**config.mk**
```make
export PLATFORM = sky130hd
export DESIGN_NAME = upsampler_nx_flat
export DESIGN_NICKNAME = d
export VERILOG_FILES = /design/src/rtl/upsampler_nx_if.sv /design/src/rtl/upsampler_nx.sv /design/src/flat_wrapper.sv
export SDC_FILE = /design/constraint.sdc
export NUM_CORES = 2
export LEC_CHECK = 0
export ABC_AREA = 1
export BUFFER_PORTS_ARGS = -buffer_cell sky130_fd_sc_hd__buf_2
export CORE_ASPECT_RATIO = 1.1
export CORE_UTILIZATION = 60
export CTS_CLUSTER_DIAMETER = 150
export CTS_CLUSTER_SIZE = 28
export DETAILED_ROUTE_END_ITERATION = 8
export HOLD_SLACK_MARGIN = 0.02
export PLACE_DENSITY = 0.74
export RECOVER_POWER = 50
export SYNTH_ARGS = -nofsm -noshare
export SYNTH_HDL_FRONTEND = slang
export SYNTH_SLANG_ARGS = --single-unit
```
**constraint.sdc**
```tcl
create_clock -name clock -period 4.5 [get_ports clock]
set_clock_uncertainty 0.2 [all_clocks]
set_input_delay 0.225 -clock clock [delete_from_list [all_inputs] [get_ports clock]]
set_output_delay 0.225 -clock clock [all_outputs]
set_load 0.02 [all_outputs]
```
**src/rtl/upsampler_nx_if.sv**
```systemverilog
`default_nettype none
// ============================================================================
//  Module      : upsampler_nx_if
//  Description : Bundle of the upsampler's FIFO-side and output-side signals.
//                master : seen by the upsampler. It receives valid/data and
//                         drives fifo_read and the upsampled pixel stream.
//                slave  : seen by the environment, with every direction
//                         reversed.
//  Signals     : valid, data          - FIFO not-empty flag and head pixel
//                fifo_read            - pop strobe, same cycle as consumption
//                dataout, validout    - upsampled pixel and its qualifier
//                current_rowcount/col - scan position counters
//                stall                - scan held waiting for FIFO data
//                sof, eol             - frame/line markers, present only
//                                       when UPSAMPLER_NX_SYNC_FLAGS_EN is
//                                       defined
//  Revision    : 1.0 - initial release
// ============================================================================
interface upsampler_nx_if #(
    parameter int DATA_W = 8,
    parameter int CNT_W  = 10
);
    logic              valid;
    logic [DATA_W-1:0] data;
    logic              fifo_read;
    logic [DATA_W-1:0] dataout;
    logic              validout;
    logic [CNT_W-1:0]  current_rowcount;
    logic [CNT_W-1:0]  current_colcount;
    logic              stall;
`ifdef UPSAMPLER_NX_SYNC_FLAGS_EN
    logic              sof;
    logic              eol;
`endif

    modport master (
        input  valid,
        input  data,
`ifdef UPSAMPLER_NX_SYNC_FLAGS_EN
        output sof,
        output eol,
`endif
        output fifo_read,
        output dataout,
        output validout,
        output current_rowcount,
        output current_colcount,
        output stall
    );

    modport slave (
        output valid,
        output data,
`ifdef UPSAMPLER_NX_SYNC_FLAGS_EN
        input  sof,
        input  eol,
`endif
        input  fifo_read,
        input  dataout,
        input  validout,
        input  current_rowcount,
        input  current_colcount,
        input  stall
    );
endinterface
`default_nettype wire

```
**src/rtl/upsampler_nx.sv**
```systemverilog
`default_nettype none
// ============================================================================
//  Module      : upsampler_nx
//  Description : Integer-factor nearest-neighbour upsampler. Every source
//                pixel is repeated SCALE times along a row and every source
//                row SCALE times down the frame, inside a raster scan of
//                H_TOTAL x V_TOTAL positions of which OUT_W x OUT_H are
//                active. Source pixels are popped from an external FIFO on
//                the first row of each SCALE-row group and stored in an
//                internal line buffer, which supplies the repeated rows.
//                The scan only ever waits at a fetch position whose FIFO is
//                empty; such waits are reported on stall.
//  Ports       : clock - system clock, rising edge
//                reset - asynchronous, active-high
//                bus   - upsampler_nx_if.master (FIFO side + pixel output)
//  Options     : UPSAMPLER_NX_SYNC_FLAGS_EN - adds sof/eol markers aligned
//                with dataout.
//  Revision    : 1.0 - initial release
// ============================================================================
module upsampler_nx #(
    parameter int DATA_W  = 8,
    parameter int SCALE   = 2,
    parameter int OUT_W   = 800,
    parameter int OUT_H   = 600,
    parameter int H_TOTAL = 841,
    parameter int V_TOTAL = 641,
    parameter int CNT_W   = 10
) (
    input  logic           clock,
    input  logic           reset,
    upsampler_nx_if.master bus
);

    // ------------------------------------------------------------------
    // Constants
    // ------------------------------------------------------------------
    localparam int               c_LB_DEPTH  = OUT_W / SCALE;
    localparam int               c_LB_AW     = (c_LB_DEPTH > 1) ? $clog2(c_LB_DEPTH) : 1;
    localparam logic [CNT_W-1:0] c_COL_LAST  = CNT_W'(H_TOTAL - 1);
    localparam logic [CNT_W-1:0] c_ROW_LAST  = CNT_W'(V_TOTAL - 1);
    localparam logic [CNT_W-1:0] c_ACT_W     = CNT_W'(OUT_W);
    localparam logic [CNT_W-1:0] c_ACT_H     = CNT_W'(OUT_H);
    localparam logic [CNT_W-1:0] c_CNT_ONE   = CNT_W'(1);
    localparam logic [c_LB_AW-1:0] c_SRC_ONE = c_LB_AW'(1);
    // Phase counters run 0..SCALE-1; SCALE is at most 4, so two bits.
    localparam logic [1:0]       c_PH_LAST   = 2'(SCALE - 1);
`ifdef UPSAMPLER_NX_SYNC_FLAGS_EN
    localparam logic [CNT_W-1:0] c_EOL_COL   = CNT_W'(OUT_W - 1);
`endif

    // ------------------------------------------------------------------
    // Scan position. Alongside row/col we keep the position within the
    // current SCALE group (r_row_ph, r_col_ph) and the source column
    // (r_src_col = col / SCALE), so no divider or modulo is needed.
    // r_src_col keeps counting through horizontal blanking; it is only
    // used inside the active region, where it stays below c_LB_DEPTH.
    // ------------------------------------------------------------------
    logic [CNT_W-1:0]   r_row;
    logic [CNT_W-1:0]   r_col;
    logic [1:0]         r_row_ph;
    logic [1:0]         r_col_ph;
    logic [c_LB_AW-1:0] r_src_col;

    logic w_active;
    logic w_fetch;
    logic w_pop;
    logic w_hold;
    logic w_lb_row;

    assign w_active = (r_row < c_ACT_H) && (r_col < c_ACT_W);
    assign w_fetch  = w_active && (r_row_ph == 2'd0) && (r_col_ph == 2'd0);
    // The scan sits at (0,0), a fetch position, throughout reset; gating
    // the pop with reset keeps a pixel from being consumed and lost there.
    assign w_pop    = w_fetch && bus.valid && !reset;
    // The only reason the scan ever waits: a fetch with an empty FIFO.
    assign w_hold   = w_fetch && !bus.valid;
    // Rows after the first of each group replay the line buffer.
    assign w_lb_row = (r_row_ph != 2'd0);

    assign bus.fifo_read = w_pop;

    always_ff @(posedge clock or posedge reset) begin
        if (reset) begin
            r_row     <= '0;
            r_col     <= '0;
            r_row_ph  <= '0;
            r_col_ph  <= '0;
            r_src_col <= '0;
        end else if (!w_hold) begin
            if (r_col == c_COL_LAST) begin
                r_col     <= '0;
                r_col_ph  <= '0;
                r_src_col <= '0;
                if (r_row == c_ROW_LAST) begin
                    r_row    <= '0;
                    r_row_ph <= '0;
                end else begin
                    r_row    <= r_row + c_CNT_ONE;
                    r_row_ph <= (r_row_ph == c_PH_LAST) ? 2'd0 : r_row_ph + 2'd1;
                end
            end else begin
                r_col <= r_col + c_CNT_ONE;
                if (r_col_ph == c_PH_LAST) begin
                    r_col_ph  <= '0;
                    r_src_col <= r_src_col + c_SRC_ONE;
                end else begin
                    r_col_ph <= r_col_ph + 2'd1;
                end
            end
        end
    end

    // ------------------------------------------------------------------
    // Line buffer: one entry per source column. Contents survive reset;
    // a fresh frame always rewrites an entry on its first row group before
    // any replay row reads it, so stale data is never emitted.
    // ------------------------------------------------------------------
    logic [DATA_W-1:0] r_lb_mem [0:c_LB_DEPTH-1];

    always_ff @(posedge clock) begin
        if (w_pop) begin
            r_lb_mem[r_src_col] <= bus.data;
        end
    end

    // ------------------------------------------------------------------
    // Stage 1: line-buffer read data, hold pixel and position qualifiers.
    // The hold pixel is the most recent pop; non-fetch columns of a fetch
    // row repeat it.
    // ------------------------------------------------------------------
    logic [DATA_W-1:0] r_lb_rd;
    logic [DATA_W-1:0] r_hold_px;
    logic              r_s1_valid;
    logic              r_s1_lb;
    logic              r_stall;
`ifdef UPSAMPLER_NX_SYNC_FLAGS_EN
    logic              r_s1_sof;
    logic              r_s1_eol;
`endif

    always_ff @(posedge clock or posedge reset) begin
        if (reset) begin
            r_lb_rd    <= '0;
            r_hold_px  <= '0;
            r_s1_valid <= 1'b0;
            r_s1_lb    <= 1'b0;
            r_stall    <= 1'b0;
        end else begin
            if (w_active && w_lb_row) begin
                r_lb_rd <= r_lb_mem[r_src_col];
            end
            if (w_pop) begin
                r_hold_px <= bus.data;
            end
            // Held cycles produce no output pixel.
            r_s1_valid <= w_active && !w_hold;
            r_s1_lb    <= w_lb_row;
            r_stall    <= w_hold;
        end
    end

    // ------------------------------------------------------------------
    // Stage 2: registered outputs, two cycles after the scan position.
    // dataout is forced to zero whenever validout is low.
    // ------------------------------------------------------------------
    logic [DATA_W-1:0] r_dataout;
    logic              r_validout;

    always_ff @(posedge clock or posedge reset) begin
        if (reset) begin
            r_dataout  <= '0;
            r_validout <= 1'b0;
        end else begin
            r_validout <= r_s1_valid;
            if (r_s1_valid) begin
                r_dataout <= r_s1_lb ? r_lb_rd : r_hold_px;
            end else begin
                r_dataout <= '0;
            end
        end
    end

    assign bus.dataout          = r_dataout;
    assign bus.validout         = r_validout;
    assign bus.current_rowcount = r_row;
    assign bus.current_colcount = r_col;
    assign bus.stall            = r_stall;

`ifdef UPSAMPLER_NX_SYNC_FLAGS_EN
    // ------------------------------------------------------------------
    // Frame/line markers, pipelined in step with the pixel so they land
    // on the same cycle as the pixel they describe.
    // ------------------------------------------------------------------
    logic r_sof;
    logic r_eol;

    always_ff @(posedge clock or posedge reset) begin
        if (reset) begin
            r_s1_sof <= 1'b0;
            r_s1_eol <= 1'b0;
            r_sof    <= 1'b0;
            r_eol    <= 1'b0;
        end else begin
            r_s1_sof <= !w_hold && (r_row == '0) && (r_col == '0);
            r_s1_eol <= w_active && !w_hold && (r_col == c_EOL_COL);
            r_sof    <= r_s1_sof;
            r_eol    <= r_s1_eol;
        end
    end

    assign bus.sof = r_sof;
    assign bus.eol = r_eol;
`endif

endmodule
`default_nettype wire

```
**src/flat_wrapper.sv**
```systemverilog
// flat-port wrapper written by rule: the top's interface ports become plain ports
module upsampler_nx_flat 
#(
    parameter int DATA_W  = 8,
    parameter int SCALE   = 2,
    parameter int OUT_W   = 800,
    parameter int OUT_H   = 600,
    parameter int H_TOTAL = 841,
    parameter int V_TOTAL = 641,
    parameter int CNT_W   = 10
)
  (clock, reset, bus_valid, bus_data, bus_fifo_read, bus_dataout, bus_validout, bus_current_rowcount, bus_current_colcount, bus_stall);
  upsampler_nx_if #(.DATA_W(DATA_W), .CNT_W(CNT_W)) bus_i ();
  input  logic clock;
  input  logic reset;
  input wire logic [$bits(bus_i.valid)-1:0] bus_valid;
  input wire logic [$bits(bus_i.data)-1:0] bus_data;
  output wire logic [$bits(bus_i.fifo_read)-1:0] bus_fifo_read;
  output wire logic [$bits(bus_i.dataout)-1:0] bus_dataout;
  output wire logic [$bits(bus_i.validout)-1:0] bus_validout;
  output wire logic [$bits(bus_i.current_rowcount)-1:0] bus_current_rowcount;
  output wire logic [$bits(bus_i.current_colcount)-1:0] bus_current_colcount;
  output wire logic [$bits(bus_i.stall)-1:0] bus_stall;
  assign bus_i.valid = bus_valid;
  assign bus_i.data = bus_data;
  assign bus_fifo_read = bus_i.fifo_read;
  assign bus_dataout = bus_i.dataout;
  assign bus_validout = bus_i.validout;
  assign bus_current_rowcount = bus_i.current_rowcount;
  assign bus_current_colcount = bus_i.current_colcount;
  assign bus_stall = bus_i.stall;
  upsampler_nx #(.DATA_W(DATA_W), .SCALE(SCALE), .OUT_W(OUT_W), .OUT_H(OUT_H), .H_TOTAL(H_TOTAL), .V_TOTAL(V_TOTAL), .CNT_W(CNT_W)) u_core (.clock(clock), .reset(reset), .bus(bus_i));
endmodule
```
==> impl_metrics.csv <==
group,metric,value,unit
floorplanning,fp.dieH,502,um
finish,drive_above_1_share,0.0387,
finish,nNetsFinal,12500,
finish,area_delta_synth_final,5.60,%
synthesis,synth_nets,12800,
grt,grt_max_degree,200,
clock_network,cts_buffers,134,
worst_setup_path,endpoint_kind,"register",
worst_setup_path,crit_start,"u_core.r_src_col[1]$_DFFE_PP0P_",
timing,clock.fmax,0.235,GHz
route,num_vias,91800,
clock_network,ctsHoldBuffers,12,
clock_network,cts.path.max_buffers,3,
timing,setup_viol,0,
floorplanning,rows,183,
synthesis,synth_area_per_cell,10.7,um^2
pwr,p_switching,30.3,mW
synthesis,synth_top_family_by_area,"simple AND/OR/NAND/NOR gates",
worst_setup_path,critPathRequiredTime,5.03,ns
synthesis,synth_area,0.136,mm^2
route,detail_route.wirelength,364000,um
worst_setup_path,cpMaxStageDelayCell,"dfrtp_4",
hold_path,hold_path.class,"reg2reg",
clock_network,cts_resized,0,
pwr,clockPowerShare,0.189,
route,wire_per_inst,23.5,um
synthesis,synth_fa_ha_area_frac,0.000735,
synthesis,synthMostInstantiatedCell,"nand2_1",
run_status,outcome,"complete, but fails checks",
worst_setup_path,arrival,4.79,ns
floorplanning,start_util,0.603,
synthesis,synth_area_leaders,"edfxtp_1, nand2_1, nor2_1",
pwr,pwr-share-comb,0.375,
finish,fillers,17100,
clock_network,post_cts_buffers,0,
floorplanning,die_x,456,um
timing,max_slew_margin,-1.44,
route,drt_pass1_iterations,7,
worst_setup_path,cp_max_fo,68,
synthesis,yosys.area_share.simple,0.190,
synthesis,async_reset_ff_frac,0.0187,
grt,grt_use_total,0.315,
finish,final-seq-area,0.0976,mm^2
synthesis,yosysWarnings,0,
route,final_antenna_net_count,0,
hold_path,hold_start,"u_core.r_hold_px[6]$_DFFE_PP0P_",
pwr,sw_frac_of_total,0.391,
floorplanning,coreArea,0.226,mm^2
floorplanning,die_area,0.229,mm^2
synthesis,synth_common_cells,"nand2_1, edfxtp_1, nor2_1, o21ai_0, inv_1",
route,avgViaCountPerCell,5.92,
timing,fin_setup_tns,0,ns
pwr,vdd_drop_max,0.498,mV
worst_setup_path,critPathLaunchType,"register",
synthesis,synth_flop_cell,"edfxtp_1",
clock_network,clk-insertion-delay-late,0.87,ns
synthesis,synth_compound_area_frac,0.0492,
worst_setup_path,slowest_delay,0.61,ns
worst_setup_path,crit_type,"reg2reg",
clock_network,cts.reportedPaths.clkPinSlew,0.11,ns
timing,finalWorstSetupSlack,0.240,ns
route,drc,0,
pwr,power_leakage,54.2,nW
grt,grt_pass1_wl,542000,um
timing,drv_slew,2252,
worst_setup_path,crit_chain,"inv_8, buf_12, buf_4, nor2_1, o21ai_0, nand2_1, nand2_1, nand2_1, nor2_1, nor2_1, nor2_1, nand2_1, nand2_1, nand2_1, nor2_1, a21oi_1",
timing,finalHoldViolCount,0,
grt,antenna_found_initial,13,
synthesis,ys_ff_latch,3261,
finish,multiInputGateArea,0.0329,mm^2
synthesis,synth_edf_count,3200,
job,drv_cap,30,
worst_setup_path,timing.critical_path.mode_cell,"nand2_1",
worst_setup_path,r2r-start,"u_core.r_src_col[1]$_DFFE_PP0P_",
synthesis,synth_xor_area_frac,0.000450,
synthesis,synthDistinctLibCells,39,
pwr,seq_power_share,0.437,
clock_network,cts_num_sinks,3261,
placement,dp_hpwl,214000,um
floorplanning,io_pins,42,
pwr,internal_power,47.3,mW
timing,fin_crit_sh,0.947,
placement,place.gp.congestion,0.932,
placement,post-place-ws,0.418,ns
clock_network,htree_levels,4,
timing,rsz0062_at_grt,"false",
synthesis,synth.area.mux_share,0,
timing,min_period,4.26,ns
pwr,p_per_area,539,mW/mm^2
synthesis,seq_area_frac_synth,0.716,
clock_network,cts_tree,"yes",
synthesis,synth_top_area_cell,"edfxtp_1",
clock_network,cts-root-buf,"clkbuf_16",
synthesis,synth_top_area_share,0.705,
grt,grt.overflow.total,0,
placement,io_buffers,41,
route,drtIter0Drc,12800,
run_status,violations,"max-capacitance violations, max-slew violations",
synthesis,postSynthCellCount,12700,
grt,grt_pass1_vias,88100,
timing,worst_pin_slew,3.66,ns
[area by class of cell]
type	count	share of cell area
sequential	3261	0.679
multi-input combinational	8073	0.228
timing repair buffer	343	0.0232
clock buffer	170	0.0253
antenna	6	0.000104
clock inverter	4	0.000261
inverter	705	0.0185
tap	2960	0.0257
[worst max-delay path, delay by kind of cell (launching register included)]
kind | cells | cell delay, ns
AND/OR/NAND/NOR | 11 | 1.60
buffers and inverters | 3 | 1.32
flip-flops | 1 | 0.61
AO/OA/AOI/OAI | 2 | 0.25
[through the flow]
step                      cell area, um^2  instances  power, mW  utilization  hold slack [ns]
after floorplan                    136000      12700       52.8            -            0.124
after global placement             141000      15300       62.5        0.622            0.241
after detailed placement           141000      15300       63.0        0.622            0.252
after CTS                          144000      15500       77.1        0.639            0.174
after global routing               144000      15500       81.1        0.637            0.303
final                              144000      15500       77.6        0.637            0.284
[sequential cells by signal, summed over array words and instances (netlist names), 2 cells and up]
register	count
u_core.r_lb_mem	3200
u_core.bus.current_rowcount	10
u_core.r_src_col	9
u_core.bus.dataout	8
u_core.r_lb_rd	8
u_core.r_row_ph	2
u_core.bus.current_colcount	10
u_core.r_hold_px	8
u_core.r_col_ph	2
[power groups by stage]
stage	clock network (mW)	logic [mW]	registers, mW
after global placement	0	28.0	34.5
after floorplan	0	18.4	34.4
after CTS	14.6	28.6	33.8
after detailed placement	0	28.5	34.5
final	14.6	29.1	33.9
after global routing	15.5	31.7	33.9
[metal layers]
layer,up-vias,global-route usage,share of wire
met5,-,0,0.00011
met4,6,0.141,0.049
met3,763,0.0495,0.11
met2,5203,0.511,0.47
met1,44300,0.422,0.37
li1,41600,-,-
[final timing paths]
check	to	slack, ns	cells past startpoint
worst max-delay path	u_core.r_lb_rd[3]$_DFFE_PP0P_	0.24	16
worst min-delay path	u_core.r_hold_px[6]$_DFFE_PP0P_	0.28	2
worst max register to register	u_core.r_lb_rd[3]$_DFFE_PP0P_	0.24	16
worst min register to register	u_core.r_hold_px[6]$_DFFE_PP0P_	0.28	2
max in group asynchronous	u_core.r_src_col[0]$_DFFE_PP0P_	0.92	5
min in group asynchronous	u_core.bus.stall$_DFF_PP0_	0.75	4
[cells by family after synthesis]
logic type | Yosys count
xor gates and xnor gates | 7
buffers and inverters | 1408
DFF | 3261
and+or+nand+nor | 6731
AOI/OAI and AO/OA | 1327
adders and majority gates | 8
[layout by cell type (no fill, tap or decap), types with 6 or more instances in the layout]
cell type / instances
diode_2: 6
edfxtp_1: 3200
nand3_1: 284
nand2_1: 3974
dfrtp_1: 59
buf_4: 185
a21oi_1: 23
clkbuf_2: 19
o21ai_0: 1124
clkbuf_16: 141
o22ai_1: 24
nand2_4: 11
dlygate4sd3_1: 12
buf_2: 15
nor2_1: 2382
or2_2: 8
nand4_1: 37
nor2_4: 8
buf_12: 74
clkbuf_1: 61
nor3_1: 11
clkinv_1: 8
xor2_1: 7
ha_1: 8
inv_1: 694
o21ai_1: 144
No activity file was read; power rests on OpenSTA's default activity.
